`src/rtl/q_meter_pkg.sv`:
```
// Shared types for the resonator Q meter.
package q_meter_pkg;

  typedef enum logic [2:0] {
    IDLE,
    EXCITE,
    WAIT_HI,
    COUNT,
    DONE
  } q_state_t;

  localparam int SYNC_STAGES = 2;

endpackage

```
`src/rtl/q_meter_sync_edge.sv`:
```
// Multi-flop synchroniser with registered rise/fall pulses.
module sync_edge
  import q_meter_pkg::*;
(
  input  logic clk,
  input  logic rst_n,
  input  logic d,
  output logic q,
  output logic rise,
  output logic fall
);

  logic [SYNC_STAGES-1:0] sr;
  logic                   q_d;

  assign q = sr[SYNC_STAGES-1];

  always_ff @(posedge clk) begin
    if (!rst_n) begin
      sr   <= '0;
      q_d  <= 1'b0;
      rise <= 1'b0;
      fall <= 1'b0;
    end else begin
      sr   <= {sr[SYNC_STAGES-2:0], d};
      q_d  <= q;
      rise <= q & ~q_d;
      fall <= ~q & q_d;
    end
  end

endmodule

```
`src/rtl/q_meter.sv`:
```
// Resonator Q meter: excite, wait for env_hi fall, count osc edges to env_lo fall.
// Optional Q_METER_AVG_EN averages 2**AVG_LOG2 passes per request.
module q_meter
  import q_meter_pkg::*;
#(
  parameter int BUS_WIDTH   = 10,
  parameter int TIMER_W     = 16,
  parameter int EXCITE_CYC  = 64,
  parameter int TIMEOUT_CYC = 4095,
  parameter int AVG_LOG2    = 2
) (
  input  logic                 clk,
  input  logic                 rst_n,
  input  logic                 start,
  input  logic                 osc_in,
  input  logic                 env_hi,
  input  logic                 env_lo,
  output logic                 excite,
  output logic [BUS_WIDTH-1:0] q_measured,
  output logic                 ready,
  output logic                 busy,
  output logic                 timeout
);

  localparam logic [TIMER_W-1:0] EX_LAST = TIMER_W'(EXCITE_CYC - 1);
  localparam logic [TIMER_W-1:0] TO_LAST = TIMER_W'(TIMEOUT_CYC - 1);
  localparam logic [BUS_WIDTH-1:0] CNT_MAX = '1;

  q_state_t             state;
  logic [TIMER_W-1:0]   timer;
  logic [BUS_WIDTH-1:0] cnt;
  logic [BUS_WIDTH-1:0] cnt_nx;

  logic osc_q, osc_rise, osc_fall;
  logic hi_q, hi_rise, hi_fall;
  logic lo_q, lo_rise, lo_fall;

  sync_edge u_osc (
    .clk  (clk),
    .rst_n(rst_n),
    .d    (osc_in),
    .q    (osc_q),
    .rise (osc_rise),
    .fall (osc_fall)
  );

  sync_edge u_hi (
    .clk  (clk),
    .rst_n(rst_n),
    .d    (env_hi),
    .q    (hi_q),
    .rise (hi_rise),
    .fall (hi_fall)
  );

  sync_edge u_lo (
    .clk  (clk),
    .rst_n(rst_n),
    .d    (env_lo),
    .q    (lo_q),
    .rise (lo_rise),
    .fall (lo_fall)
  );

  logic unused_sync;
  assign unused_sync = ^{osc_q, osc_fall, hi_q, hi_rise, lo_q, lo_rise};

  // An osc edge coincident with the closing env_lo edge still counts.
  always_comb begin
    cnt_nx = cnt;
    if (osc_rise && cnt != CNT_MAX) cnt_nx = cnt + 1'b1;
  end

`ifdef Q_METER_AVG_EN
  localparam int ACC_W = BUS_WIDTH + AVG_LOG2;
  localparam logic [AVG_LOG2-1:0] PASS_LAST = '1;

  logic [ACC_W-1:0]    acc;
  logic [ACC_W-1:0]    sum_nx;
  logic [AVG_LOG2-1:0] pass;

  assign sum_nx = acc + ACC_W'(cnt_nx);
`else
  logic unused_avg;
  assign unused_avg = 1'(AVG_LOG2);
`endif

  always_ff @(posedge clk) begin
    if (!rst_n) begin
      state      <= IDLE;
      timer      <= '0;
      cnt        <= '0;
      excite     <= 1'b0;
      q_measured <= '0;
      ready      <= 1'b0;
      busy       <= 1'b0;
      timeout    <= 1'b0;
`ifdef Q_METER_AVG_EN
      acc        <= '0;
      pass       <= '0;
`endif
    end else if (start) begin
      state   <= EXCITE;
      timer   <= '0;
      cnt     <= '0;
      excite  <= 1'b1;
      ready   <= 1'b0;
      busy    <= 1'b1;
      timeout <= 1'b0;
`ifdef Q_METER_AVG_EN
      acc     <= '0;
      pass    <= '0;
`endif
    end else begin
      unique case (state)
        EXCITE: begin
          if (timer == EX_LAST) begin
            excite <= 1'b0;
            timer  <= '0;
            state  <= WAIT_HI;
          end else begin
            timer <= timer + 1'b1;
          end
        end
        WAIT_HI: begin
          if (hi_fall) begin
            cnt   <= '0;
            timer <= '0;
            state <= COUNT;
          end else if (timer == TO_LAST) begin
            state      <= DONE;
            timeout    <= 1'b1;
            q_measured <= '0;
            ready      <= 1'b1;
            busy       <= 1'b0;
          end else begin
            timer <= timer + 1'b1;
          end
        end
        COUNT: begin
          if (lo_fall) begin
`ifdef Q_METER_AVG_EN
            if (pass == PASS_LAST) begin
              state      <= DONE;
              q_measured <= sum_nx[ACC_W-1:AVG_LOG2];
              ready      <= 1'b1;
              busy       <= 1'b0;
            end else begin
              acc    <= sum_nx;
              pass   <= pass + 1'b1;
              timer  <= '0;
              excite <= 1'b1;
              state  <= EXCITE;
            end
`else
            state      <= DONE;
            q_measured <= cnt_nx;
            ready      <= 1'b1;
            busy       <= 1'b0;
`endif
          end else if (timer == TO_LAST) begin
            state      <= DONE;
            timeout    <= 1'b1;
            q_measured <= '0;
            ready      <= 1'b1;
            busy       <= 1'b0;
          end else begin
            cnt   <= cnt_nx;
            timer <= timer + 1'b1;
          end
        end
        default: ;
      endcase
    end
  end

endmodule
```
`config.mk`:
```
export PLATFORM = sky130hd
export DESIGN_NAME = q_meter
export DESIGN_NICKNAME = d
export VERILOG_FILES = /design/src/rtl/q_meter_pkg.sv /design/src/rtl/q_meter_sync_edge.sv /design/src/rtl/q_meter.sv
export SDC_FILE = /design/constraint.sdc
export NUM_CORES = 1
export LEC_CHECK = 0
export CAP_MARGIN = 20
export CORE_MARGIN = 8
export CORE_UTILIZATION = 35
export CTS_CLUSTER_SIZE = 28
export DETAILED_ROUTE_END_ITERATION = 7
export DONT_BUFFER_PORTS = 1
export PLACE_DENSITY_LB_ADDON = 0.25
export SLEW_MARGIN = 25
export SYNTH_ARGS = -nofsm -noshare
export SYNTH_HDL_FRONTEND = slang
export SYNTH_HIERARCHICAL = 1
export SYNTH_SLANG_ARGS = --single-unit
```
`constraint.sdc`:
```
create_clock -name clk -period 5.2 [get_ports clk]
set_input_delay 0.78 -clock clk [delete_from_list [all_inputs] [get_ports clk]]
set_output_delay 0.78 -clock clk [all_outputs]
set_load 0.02 [all_outputs]
```
==> results of run 1 <==
## cells in the final DEF (no fill, tap or decap), drive strengths merged, types with 3 or more instances in the layout
cell type	instances
nor4	4
nand4	11
ha	4
nand2	15
dfxtp	55
nor3	7
o22ai	4
a31oi	12
or2	3
nor2	26
inv	10
or3	3
and3b	4
and3	5
o21ai	10
o2bb2ai	10
a211oi	10
a21oi	14
and2	10
nand2b	4
xnor2	15
nand3	9
o211ai	3
nand3b	6
a2111oi	3
clkbuf	5
## power by group
| group | leakage [nW] | switching [mW] | internal, mW | total (mW) |
|---|---|---|---|---|
| Sequential | 0.446 | 0.00529 | 0.427 | 0.432 |
| Combinational | 0.369 | 0.0153 | 0.00747 | 0.0228 |
| Clock | 0.0611 | 0.152 | 0.148 | 0.300 |
| Total | 0.876 | 0.172 | 0.582 | 0.755 |
## worst paths after layout
path              cells past startpoint  slack (ns)       start         end
hold / removal                        1        0.46  u_lo/sr[0]  u_lo/sr[1]
setup reg to reg                      6        2.47    timer[1]    timer[7]
setup / recovery                      6        2.47    timer[1]    timer[7]
hold reg to reg                       1        0.46  u_lo/sr[0]  u_lo/sr[1]
## area by class of cell
| class | instances | share of cell area (%) |
|---|---|---|
| Inverter | 10 | 1.32 |
| Sequential cell | 55 | 38.9 |
| Clock buffer | 5 | 2.43 |
| Multi-Input combinational cell | 213 | 50.9 |
| Clock inverter | 3 | 1.94 |
| Tap cell | 102 | 4.50 |
## per-layer routing
metal / part of all wire (%) / vias up / GRT usage (%)
met2: 44 / 53 / 17.9
met4: 1.8 / 0 / 5.56
met3: 5.6 / 9 / 3.08
met1: 48 / 970 / 15.4
met5: 0 / - / 0
li1: - / 1066 / -
## state kept, by name, indices dropped and copies added, names as in the netlist, 2 cells and up
name / cells
u_hi/sr: 2
cnt: 10
q_measured: 10
state: 3
timer: 16
u_osc/sr: 2
u_lo/sr: 2
## stage by stage
stage               utilization [%]  hold slack (ns)  power [mW]  instance area, sq um
floorplan                         -            0.426       0.460                  2660
global placement               36.0            0.430       0.464                  2710
detailed placement             36.0            0.433       0.465                  2710
CTS                            37.6            0.460       0.768                  2830
global route                   37.6            0.472       0.785                  2830
finish                         37.6            0.456       0.755                  2830
## critical path: stages, from the launching register on
cell and delay, ns:
dfxtp_1 0.45, ha_1 0.23, or4b_1 0.50, nor4_4 0.38, o21ai_1 0.21, o21ai_1 0.70, nor2_1 0.12
==> metrics, run 1 <==
I/O pin total=20; WL final=around 5.6 mm; largest net degree at the start of global routing=20; Mapped Nets=302; Final Instance Count excl. Fillers=slightly below 400; WL/cell=about 14 um; share of post-route cells with drive strength above 1=10.8%; number of global-route vias before repair=slightly above 2k; cts hold-fix bufs=0; Worst Hold Class=reg2reg; htree depth=2; CORE AREA=approximately 0.0075 sq mm; Tmin final=about 2.7 ns; PortBufs=0; RSZ-0062 raised after global routing=no; DP HPWL=between 4 and 5 mm; TritonCTS Buffers=5; starting DRC count in detailed routing=132; Initial Utilization=between 30% and 40%; power density cells=about 270 mW/mm^2; clk_skew=between 0.015 and 0.02 ns; post-DR vias/cell=roughly 5.4; Row Count=32; root buffer cell=clkbuf_8; max-slew violations=0; Post-Synthesis Cells=around 290; fin crit share=52.5%; post-route worst setup slack=2.47 ns; Avg Inst Size Synth=a little over 9 sq um; DIE WIDTH=103 um; die height=103 um; pre-CTS worst setup slack=between 2 and 2.5 ns; routability cong.=about 0.8; Slew HR=between 30% and 40%; Ys Warns=6; Leak=0.876 nW; final setup violation count=0; GR Overflow Total=0; GRT Total Usage=roughly an eighth; Worst EP required=roughly 5.4 ns; post-CTS sizing=0; Remaining DRCs=0; Vias=2,098; CTS Buffer Depth=2; placed cells=380; die area=approximately 0.011 sq mm; Setup CP Type=reg2reg; Worst-path clk slew=around 0.11 ns; DRT Pass-1 Iters=4; Clk Latency, worst-skew pair=~0.32 ns; startpoint type of the worst setup path=flop; outcome=complete, no violations; Antenna Cells=0; VDD IR max=between 0.1 and 0.15 mV; area delta synth->final=6.49%; post-route ant nets=0; setup_tns=0 ns; layout net count=295; Slew @ Worst Pin=roughly 1.0 ns; clk sinks=55; filler cell count in the final layout=roughly 790; highest net fanout along the worst path=11; setup bufs post-CTS=0; initial antenna violation count=0; final hold viol count=0; synthesized area=0.00266 sq mm; CP Capture Type=flop; Peak Freq=366 MHz; TritonCTS clock tree=yes; max_cap viols=0; Multi-input gate area=between 0.001 and 0.0015 sq mm; WP data arrival=between 2 and 3 ns; global-route wire length before repair=between 9 and 10 mm; register area=~0.0011 sq mm
Note: power is estimated with default switching activity, not from simulation.
==> inputs of run 2 (changes only) <==
clock period = 2.3 ns   (was 5.2 ns; I/O delays follow)
==> run 2 against run 1 <==
Global-route usage increased by 0.22 points; critical endpoint is now q_measured[2]; count of clock-buffer cells in the layout increased by 1; critical path depth decreased by 1; hold slack got worse by 0.33 ns; sequential power increased by 130%; first-iteration DRC count increased by 33%.
==> metrics, run 2 (same netlist as run 1, synthesis figures left out) <==
most common cell after layout, fill and taps aside=dfxtp_1 (unchanged); largest net degree at the start of global routing=19 (was 20); CTS Buffer Depth=2 (unchanged); share of post-route cells with drive strength above 1=15.6% (was 10.8%); Peak Freq=453 MHz (was 366 MHz); area delta synth->final=10.1% (was 6.49%); Slew HR=62.2% (was 33.0%); layout net count=311 (was 295); CP cell instances=or4_4 -> or4_4 -> a21oi_2 -> a21oi_2 -> a32o_1 (was ha_1 -> or4b_1 -> nor4_4 -> o21ai_1 -> o21ai_1 -> nor2_1); Row Count=32 (unchanged); WL/cell=14.8 um (was 14.4 um); Crit-path slowest cell=or4_4 (was o21ai_1); GR Overflow Total=0 (unchanged); max-slew violations=0 (unchanged); post-DR vias/cell=5.27 (was 5.41); setup_tns=0 ns (unchanged); I/O pin total=20 (unchanged); DIE WIDTH=103 um (unchanged); Worst EP required=2.52 ns (was 5.38 ns); FF-to-FF setup slack=0.09 ns (was 2.47 ns); Leak=0.951 nW (was 0.876 nW); final setup violation count=0 (unchanged); VDD IR max=0.282 mV (was 0.112 mV); WL final=5.97 mm (was 5.61 mm); post-route ant nets=0 (unchanged); GRT Total Usage=12.0% (was 11.8%); number of global-route vias before repair=2,058 (was 2,048); largest registers=timer: 16 flops, cnt: 10 flops, q_measured: 10 flops (unchanged); CORE AREA=0.00753 sq mm (unchanged); Clk Latency, worst-skew pair=0.32 ns (about the same); htree depth=2 (unchanged); TritonCTS Buffers=5 (unchanged); CP delay by family, top=simple AND/OR/NAND/NOR gates (unchanged); root buffer cell=clkbuf_8 (unchanged); cts hold-fix bufs=0 (unchanged); worst path bufs/invs=0 (unchanged); Setup CP Type=reg2reg (unchanged); TritonCTS clock tree=yes (unchanged); most frequent cells in the layout=dfxtp_1 (55), nor2_1 (25), buf_4 (16) (was dfxtp_1 (55), nor2_1 (25), nand2_1 (15), xnor2_1 (15)); Remaining DRCs=0 (unchanged); power density cells=561 mW/mm^2 (was 266 mW/mm^2); highest net fanout along the worst path=11 (unchanged); Worst-path clk slew=0.10 ns (was 0.11 ns); CP Capture Type=flop (unchanged); WP data arrival=2.43 ns (was 2.91 ns); DRT Pass-1 Iters=4 (unchanged); clk sinks=55 (unchanged); Initial Utilization=35.4% (unchanged); die height=103 um (unchanged); post-CTS sizing=0 (unchanged); pre-CTS worst setup slack=0.111 ns (was 2.45 ns); routability cong.=0.832 (was 0.804); Worst Hold Class=in2reg (was reg2reg); clk_skew=0.0141 ns (was 0.0159 ns); RSZ-0062 raised after global routing=no (unchanged); Antenna Cells=0 (unchanged); Tmin final=2.21 ns (was 2.73 ns); setup bufs post-CTS=0 (unchanged); max_cap viols=0 (unchanged); startpoint type of the worst setup path=flop (unchanged); starting DRC count in detailed routing=175 (was 132); PortBufs=0 (unchanged); outcome=complete, no violations (unchanged); final hold viol count=0 (unchanged); max reg flops=16 (unchanged); max incr delay on CP=0.59 ns (was 0.70 ns); DP HPWL=4.27 mm (was 4.05 mm); Biggest register=timer (unchanged); Vias=2,128 (was 2,098); fin crit share=96.1% (was 52.5%); final core utilization=38.9% (was 37.6%); post-route worst setup slack=0.0908 ns (was 2.47 ns); die area=0.0107 sq mm (unchanged); Slew @ Worst Pin=0.560 ns (was 1.00 ns); global-route wire length before repair=10.1 mm (was 9.96 mm); initial antenna violation count=0 (unchanged); hold slack=0.131 ns (was 0.456 ns)
-- run 2: cell count changes in the layout (fill, tap and decap cells not counted) --
cell | before | now
clkbuf_8 | 5 | 6
inv_6 | 0 | 2
buf_4 | 0 | 16
clkinv_8 | 1 | 0
bufinv_16 | 1 | 0
clkinv_4 | 1 | 0
-- run 2: layout make-up --
cell class	count	area (sq um)
inverter	10	37.5
clock inverter	2	17.5
clock buffer	6	82.6
multi-input combinational	213	1440
sequential	55	1100
timing repair buffer	16	120
fill	812	4600
tap	102	128
-- run 2: metal layers --
layer / vias to the layer above / track usage [%] / wire length (um)
li1: 1102 / - / -
met1: 989 / 15.3 / 2950
met2: 30 / 19.0 / 2690
met3: 7 / 2.88 / 245
met4: 0 / 5.45 / 77
met5: - / 0 / 0
-- run 2: through the flow --
stage               area [sq um]  total power [mW]  cells
floorplan                   2660              1.04    292
global placement            2830              1.06    396
detailed placement          2830              1.06    396
CTS                         2930              1.66    404
global route                2930              1.70    404
finish                      2930              1.64    404
-- run 2: worst paths after layout --
path	startpoint	endpoint	cells after the start
max reg2reg	timer[15]	q_measured[2]	5
max	timer[15]	q_measured[2]	5
min reg2reg	u_lo/sr[0]	u_lo/sr[1]	1
min	start	busy	1
-- run 2: power breakdown --
part           switching, mW  internal [mW]
combinational         0.0411         0.0254
clock                  0.350          0.253
sequential           0.00877          0.964
==> inputs of run 3 (changes only) <==
CORE_ASPECT_RATIO = 1.75   (was not set)
RECOVER_POWER = 100   (was not set)
SYNTH_HIERARCHICAL = not set   (was 1)
==> run 3 against run 2 <==
Synthesized cell count rose by 3.1%; final cell count increased by 1.5%; global-route usage rose by 1.0 points; critical path depth stayed put; power up 14%; wire length increased by 5.9%; die area down 2.5%; hold slack better by 0.033 ns.
==> metrics, run 3 <==
Ys Warns=0 (was 6); most frequent cells in the layout=dfxtp_1 (55), nand2_1 (35), nor2_1 (26), buf_4 (26), o21ai_0 (20) (was dfxtp_1 (55), nor2_1 (25), buf_4 (16)); WL/cell=15.4 um (was 14.8 um); post-route ant nets=0 (unchanged); WP data arrival=2.41 ns (was 2.43 ns); global-route wire length before repair=10.6 mm (was 10.1 mm); I/O pin total=20 (unchanged); routability cong.=0.845 (was 0.832); FF-to-FF setup slack=0.12 ns (was 0.09 ns); WL final=6.32 mm (was 5.97 mm); TritonCTS clock tree=yes (unchanged); clk sinks=55 (unchanged); post-DR vias/cell=5.40 (was 5.27); post-route total power=1.88 mW (was 1.64 mW); DP HPWL=4.75 mm (was 4.27 mm); max_cap viols=0 (unchanged); Vias=2,216 (was 2,128); initial antenna violation count=0 (unchanged); Worst Reg-to-Reg Cells=5 (unchanged); TritonCTS Buffers=5 (unchanged); Clk Latency, worst-skew pair=0.30 ns (was 0.32 ns); Row Count=41 (was 32); GR Overflow Total=0 (unchanged); Tmin final=2.18 ns (was 2.21 ns); r2r startpoint=timer[15] (unchanged); final hold viol count=0 (unchanged); Setup CP Type=reg2reg (unchanged); Hold Path Depth=2 (was 1); htree depth=2 (unchanged); die area=0.0104 sq mm (was 0.0107 sq mm); min-delay src=rst_n (was start); Post-synth ARST share=0%; startpoint type of the worst setup path=flop (unchanged); Worst-path clk slew=0.07 ns (was 0.10 ns); top-count cell post-synth=dfxtp_1; Post-Synthesis Cells=301 (was 292); area delta synth->final=17.7% (was 10.1%); CORE AREA=0.00713 sq mm (was 0.00753 sq mm); Worst Hold Class=in2reg (unchanged); max reg flops=16 (unchanged); Slew @ Worst Pin=0.649 ns (was 0.560 ns); CTS Buffer Depth=2 (unchanged); RSZ-0062 raised after global routing=no (unchanged); Avg Inst Size Synth=8.47 sq um (was 9.11 sq um); Multi-input gate area=0.00138 sq mm (was 0.00144 sq mm); Mapped Nets=310 (was 302); crit path launch=timer[15] (unchanged); Yosys top cell area share=between 40% and 50%; most common cell after layout, fill and taps aside=dfxtp_1 (unchanged); DIE WIDTH=80.5 um (was 103 um); share of post-route cells with drive strength above 1=13.6% (was 15.6%); final setup violation count=0 (unchanged); Worst EP required=2.52 ns (about the same); starting DRC count in detailed routing=122 (was 175); outcome=complete, no violations (unchanged); Slew HR=56.4% (was 62.2%); Initial Utilization=35.8% (was 35.4%); max-slew violations=0 (unchanged); Peak Freq=459 MHz (was 453 MHz); setup bufs post-CTS=0 (unchanged); Leak=1.02 nW (was 0.951 nW); largest registers=timer: 16 flops, cnt: 10 flops, q_measured: 10 flops (unchanged); dominant synthesized flop cell=dfxtp_1; highest net fanout along the worst path=8 (was 11); number of global-route vias before repair=2,302 (was 2,058); Antenna Cells=0 (unchanged); Distinct cells, synth=between 40 and 50; root buffer cell=clkbuf_16 (was clkbuf_8); CP Capture Type=flop (unchanged); register area=0.00110 sq mm (unchanged); commonest cells in the netlist=dfxtp_1 (55), nand2_1 (34), nor2_1 (26), o21ai_0 (20), a31oi_1 (15); synthesized area=0.00255 sq mm (was 0.00266 sq mm); die height=129 um (was 103 um); setup_tns=0 ns (unchanged); clk_skew=0.00670 ns (was 0.0141 ns); power density cells=627 mW/mm^2 (was 561 mW/mm^2); PortBufs=0 (unchanged); filler cell count in the final layout=744 (was 812); hold slack=0.163 ns (was 0.131 ns); Biggest register=timer (unchanged); GRT Total Usage=13.1% (was 12.0%); leading area contributor after synthesis=dfxtp_1; VDD IR max=0.385 mV (was 0.282 mV); Post-synth EDFFs=0; ranking of synthesized cells by area=dfxtp_1 (43%), nand2_1 (5.0%), xnor2_1 (4.1%); fin crit share=94.8% (was 96.1%); #FFs+latches synth=55; Remaining DRCs=0 (unchanged); layout net count=333 (was 311); DRT Pass-1 Iters=4 (unchanged); sequential area share after synthesis=43.2%; largest net degree at the start of global routing=18 (was 19)
## run 3: cell families after synthesis
kind of cell	synth area share, %
adder cells (fa/ha/maj)	1.47
AND/OR/NAND/NOR	28.1
buffers and inverters	3.24
multiplexers	1.18
AO/OA/AOI/OAI	16.6
flip-flops	43.2
XOR/XNOR	6.18
## run 3: routing by layer
metal	up-vias	routed length (um)	global-route usage, %
met2	35	3400	23.8
met1	1043	2450	12.2
met3	17	198	3.14
li1	1121	-	-
met5	-	0	0
met4	0	272	8.73
## run 3: what timing repair did
action,4_1_cts,5_1_grt
endpoints found under the setup margin,0,12
hold buffers,0,0
resized for setup,0,3
## run 3: metrics by stage
step,utilization [%],setup slack [ns],area (sq um),cells
after global routing,42.1,0.0148,3000,410
final,42.1,0.119,3000,410
after detailed placement,39.7,0.0821,2830,403
after global placement,39.7,0.112,2830,403
after CTS,42.0,0.0443,2990,410
after floorplan,-,0.282,2550,301
## run 3: path summary, 6_finish.rpt
path	endpoint
setup reg to reg	cnt[9]
hold / removal	u_hi.fall
hold reg to reg	u_osc.rise
setup / recovery	cnt[9]
## run 3: critical path, cell delays in order (launching register included)
cell     delay (ns)
dfxtp_1        0.32
or4_4          0.58
or4_4          0.59
o21ai_4        0.26
nand2_1        0.17
a31oi_1        0.19
## run 3: final cells by class
class / instances / area share, %
flip-flops and latches: 55 / 36.7
repair buffers: 28 / 7.30
multi-input cells: 225 / 45.9
clock buffers: 5 / 4.17
inverters: 9 / 1.13
clock inverters: 2 / 1.25
well taps: 86 / 3.59
## run 3: where the power goes
part	internal (mW)	switching, mW	total (mW)
Clock	0.508	0.342	0.849
Sequential	0.964	0.00954	0.974
Combinational	0.0237	0.0338	0.0576
Total	1.50	0.385	1.88
